<file path="src/rtl/imem_loader.sv">
// imem_loader: boot-time instruction memory writer fed by a framed byte stream
// (4-byte LE word count, N LE payload words, 1-byte payload checksum).
module imem_loader #(
    parameter int ADDR_WIDTH     = 10,
    parameter int TIMEOUT_CYCLES = 100000
) (
    input  logic                  CLK,
    input  logic                  RST,
    input  logic                  Start,
    input  logic                  Byte_Valid,
    input  logic [7:0]            Byte_Data,
    output logic                  Byte_Ready,
    output logic                  IMEM_W_En,
    output logic [ADDR_WIDTH-1:0] IMEM_W_Addr,
    output logic [31:0]           IMEM_W_Data,
    output logic                  Core_Hold_En,
    output logic                  Load_Done,
    output logic                  Load_Err
);
    localparam int TW = $clog2(TIMEOUT_CYCLES + 1);
    localparam logic [32:0] DEPTH = 33'd1 << ADDR_WIDTH;

    typedef enum logic [2:0] {IDLE, LEN, DATA, CSUM, DONE, ERROR} state_t;

    state_t              state;
    logic [31:0]         sh, len, nxt;
    logic [1:0]          bcnt;
    logic [ADDR_WIDTH:0] widx;
    logic [7:0]          csum;
    logic [TW-1:0]       tmo;
    logic                busy, take, expired;

    assign busy         = state == LEN || state == DATA || state == CSUM;
    assign take         = Byte_Valid && busy;
    assign nxt          = {Byte_Data, sh[31:8]};
    assign expired      = busy && !take && 32'(tmo) + 32'd1 == 32'(TIMEOUT_CYCLES);
    assign Byte_Ready   = busy;
    assign Core_Hold_En = busy || state == ERROR;

    always_ff @(posedge CLK or negedge RST) begin
        if (!RST) begin
            state       <= IDLE;
            sh          <= '0;
            len         <= '0;
            bcnt        <= '0;
            widx        <= '0;
            csum        <= '0;
            tmo         <= '0;
            IMEM_W_En   <= 1'b0;
            IMEM_W_Addr <= '0;
            IMEM_W_Data <= '0;
            Load_Done   <= 1'b0;
            Load_Err    <= 1'b0;
        end else begin
            IMEM_W_En <= 1'b0;
            if (take) begin
                sh   <= nxt;
                bcnt <= bcnt + 2'd1;
                tmo  <= '0;
            end else if (busy) begin
                tmo <= tmo + 1'b1;
            end
            case (state)
                IDLE, DONE, ERROR: if (Start) begin
                    state     <= LEN;
                    Load_Done <= 1'b0;
                    Load_Err  <= 1'b0;
                    csum      <= '0;
                    widx      <= '0;
                    tmo       <= '0;
                    bcnt      <= '0;
                end
                LEN: if (take && bcnt == 2'd3) begin
                    len      <= nxt;
                    state    <= nxt == 32'd0 ? CSUM : {1'b0, nxt} > DEPTH ? ERROR : DATA;
                    Load_Err <= {1'b0, nxt} > DEPTH;
                end
                DATA: if (take) begin
                    csum <= csum + Byte_Data;
                    if (bcnt == 2'd3) begin
                        IMEM_W_En   <= 1'b1;
                        IMEM_W_Addr <= widx[ADDR_WIDTH-1:0];
                        IMEM_W_Data <= nxt;
                        widx        <= widx + 1'b1;
                        if (32'(widx) + 32'd1 == len) state <= CSUM;
                    end
                end
                CSUM: if (take) begin
                    state     <= Byte_Data == csum ? DONE : ERROR;
                    Load_Done <= Byte_Data == csum;
                    Load_Err  <= Byte_Data != csum;
                end
                default: ;
            endcase
            // a byte accepted this cycle takes priority over the idle timeout
            if (expired) begin
                state    <= ERROR;
                Load_Err <= 1'b1;
            end
        end
    end
endmodule

</file>
<file path="config.mk">
export PLATFORM = sky130hd
export DESIGN_NAME = imem_loader
export DESIGN_NICKNAME = d
export VERILOG_FILES = /design/src/rtl/imem_loader.sv
export SDC_FILE = /design/constraint.sdc
export NUM_CORES = 1
export LEC_CHECK = 0
export BUFFER_PORTS_ARGS = -buffer_cell sky130_fd_sc_hd__buf_4
export CAP_MARGIN = 20
export CORE_MARGIN = 1
export CORE_UTILIZATION = 60
export CTS_CLUSTER_DIAMETER = 30
export DETAILED_ROUTE_END_ITERATION = 8
export PLACE_DENSITY = 0.78
export SLEW_MARGIN = 20
export SYNTH_ARGS = -nofsm -noshare
export SYNTH_HDL_FRONTEND = slang
export SYNTH_SLANG_ARGS = --single-unit
</file>
<file path="constraint.sdc">
create_clock -name CLK -period 2.9 [get_ports CLK]
set_input_delay 0.145 -clock CLK [delete_from_list [all_inputs] [get_ports CLK]]
set_output_delay 0.145 -clock CLK [all_outputs]
set_load 0.01 [all_outputs]
</file>
==> impl_metrics.ini <==
[synth]
synthCells = 688
synth_async_sr_flop_share_pct = 100
yosysWarnings = 0
ys_seq_elements = 142
synth-seq-area-share_pct = 51.8
synth_ff_type = dfrtp_1
synth_nets = 711
synth.distinct_cells = 69
synth_edf_count = 0
synth.avg_cell_area_sq_um = 9.98
syn_area_sq_um = 6860

[route]
drt_iter0_drc = 406
num_vias = 5352
post_drt_wl_per_cell_um = 17.3
drc = 0
dr.pass1.iters = 6
wl_mm = 15.6
post_drt_via_cell_ratio = 5.93
antenna_left = 0

[sta]
whs_ns = 0.127
rsz0062_at_grt = false
fin_crit_sh_pct = 93.2
worst_pin_slew_ns = 0.740
tns_ns = 0
setup_ws_ns = 0.196
hold_viol = 0
finClkSkew_ns = 0.00888
fmax_mhz = 370
maxSlewViolCount = 0
max-slew-margin-rel_pct = 50.7
layout_min_cycle_time_ns = 2.70
finalSetupViolCount = 0

[cts]
root_buffer = clkbuf_16
path_clk_slew_ns = 0.06
clockBufferDepth = 2
cts_buffers = 17
clk_latency_ns = 0.41
clkSinkCount = 142
cts_tree = yes
htreeDepth = 4

[critical_path]
worstSetupPathDepth = 8
critPathMaxStageDelay_ns = 0.43
path_cells = ha_1, nand3_4, or3_1, or2_1, a311o_1, a2111oi_4, nor2_2, mux2_4
required_ns = 3.20
crit_slowest_cell = dfrtp_1
path_max_fanout = 7
cp-start-kind = register
cp_top_family = simple AND/OR/NAND/NOR gates
crit_buf_inv = 0
crit_type = register to register
setup.worst_path.end_class = register
critPathArrivalTime_ns = 3.00
reg2regPathDepth = 8

[cells_and_area]
final_common_cell = nand2_1
utilization_pct = 73.7
drive_above_1_share_pct = 21.4
layout_common_cells = nand2_1 (160), dfrtp_1 (141), buf_4 (67)
syn_to_final_growth_pct = 17.9
nNetsFinal = 773
nFillCells = 763
antenna_cells = 0

[min_path]
whs_path_depth = 3
hp-class = input pin to register

[placed_design]
pre_cts_slack_ns = 0.201
hpwl_mm = 10.3
place.port_buffers = 58
gp_congestion = 0.897

[grt]
antenna_found_initial = 0
grt_pass1_vias = 5350
grt.busiest_layer = met2
grt_start_max_net_pins = 82
use_met2_pct = 46.7
use_met3_pct = 5.74
gr-total-overflow = 0
grt_pass1_wl_mm = 25.9
grtUsageTotal_pct = 28.7
use_met1_pct = 38.3

[floorplan]
dieArea_sq_um = 11900
die_w_um = 109
boundaryPins = 59
core_area_sq_um = 11000
chipHeight_um = 109
initial_utilization_pct = 62.5
num_rows = 38

[job]
cap_violations = 0

[outcome]
outcome = finished clean

[power]
leakagePower_uw = 0.00394
finalPower_uw = 5930
power_density_nw_per_um2 = 734
ir_worst_vdd_v = 0.000520
==> repair_timing <==
action | 4_1_cts | 5_1_grt
endpoints found under the setup margin | 0 | 1
hold endpoints to repair | 87 | 0
buffers inserted | 0 | 0
gates resized for setup | 0 | 1
hold buffers | 9 | 0
==> report_power, final <==
part | internal, uW | switching (uW)
Sequential | 2310 | 398
Clock | 1370 | 792
Combinational | 529 | 527
==> final cells by class <==
| type | instances | area, sq um | share of cell area (%) |
|---|---|---|---|
| repair buffers | 78 | 624 | 7.72 |
| inverters | 7 | 26.3 | 0.325 |
| clock inverters | 9 | 136 | 1.69 |
| well taps | 140 | 175 | 2.17 |
| flip-flops and latches | 142 | 3550 | 43.9 |
| multi-input cells | 504 | 3120 | 38.5 |
| clock buffers | 22 | 454 | 5.61 |
==> kinds of logic after synthesis <==
kind of cell,share of synthesized area (%)
compound gates,9.54
xor+xnor,2.81
fa+ha+maj,2.11
buf+inv,2.83
flops,51.8
mux,9.85
simple gates,21.1
==> registers in the layout (all words and copies together) (netlist names) <==
signal / count
IMEM_W_Addr: 10
IMEM_W_Data: 32
IMEM_W_En: 1
Load_Done: 1
Load_Err: 1
bcnt: 2
csum: 8
len: 32
sh: 24
state: 3
tmo: 17
widx: 11
==> worst paths after layout <==
kind                                              from                           to  slack (ns)
setup reg to reg                   widx[1]$_DFFE_PN0P_         state[2]$_DFFE_PN0P_        0.20
hold reg to reg            IMEM_W_Data[19]$_DFFE_PN0P_  IMEM_W_Data[19]$_DFFE_PN0P_        0.47
max in group asynchronous                          RST         state[1]$_DFFE_PN0P_        1.77
setup / recovery                   widx[1]$_DFFE_PN0P_         state[2]$_DFFE_PN0P_        0.20
hold / removal                              Byte_Valid            bcnt[1]$_DFF_PN0_        0.13
min in group asynchronous                          RST   IMEM_W_Data[8]$_DFFE_PN0P_        0.35
==> cells in the mapped netlist, drive strengths merged, types with 4 or more instances <==
cell | n | share of area (%)
nand2 | 164 | 9.2
xnor2 | 12 | 1.5
a31oi | 4 | 0.36
nand2b | 4 | 0.40
mux2 | 57 | 9.4
o22ai | 5 | 0.46
a21oi | 32 | 2.3
xor2 | 10 | 1.3
nor2 | 44 | 2.4
o21ai | 37 | 2.7
dfrtp | 142 | 52
nor3 | 15 | 1.2
clkbuf | 24 | 1.3
inv | 7 | 0.38
buf | 11 | 1.1
ha | 10 | 1.8
a2111oi | 4 | 0.88
nor2b | 4 | 0.36
nand4 | 9 | 0.82
and3 | 7 | 0.66
nand3 | 16 | 1.3
nor4 | 17 | 1.8
or4 | 6 | 0.71
==> tightest hold or removal path, cell delays in order <==
cell	delay (ns)
buf_4	0.19
nand3_1	0.10
a21oi_1	0.05
==> per-stage QoR <==
stage               area (sq um)  instances
global placement            7410        862
detailed placement          7410        862
global route                8090        902
finish                      8090        902
floorplan                   6860        688
CTS                         8090        902
==> layer usage <==
metal  wire, um  up-vias
met1       7030     2625
met5          0        -
met3        760       29
met2       7550      169
li1           -     2529
met4        275        0
Power figures use the tool's default switching activity.
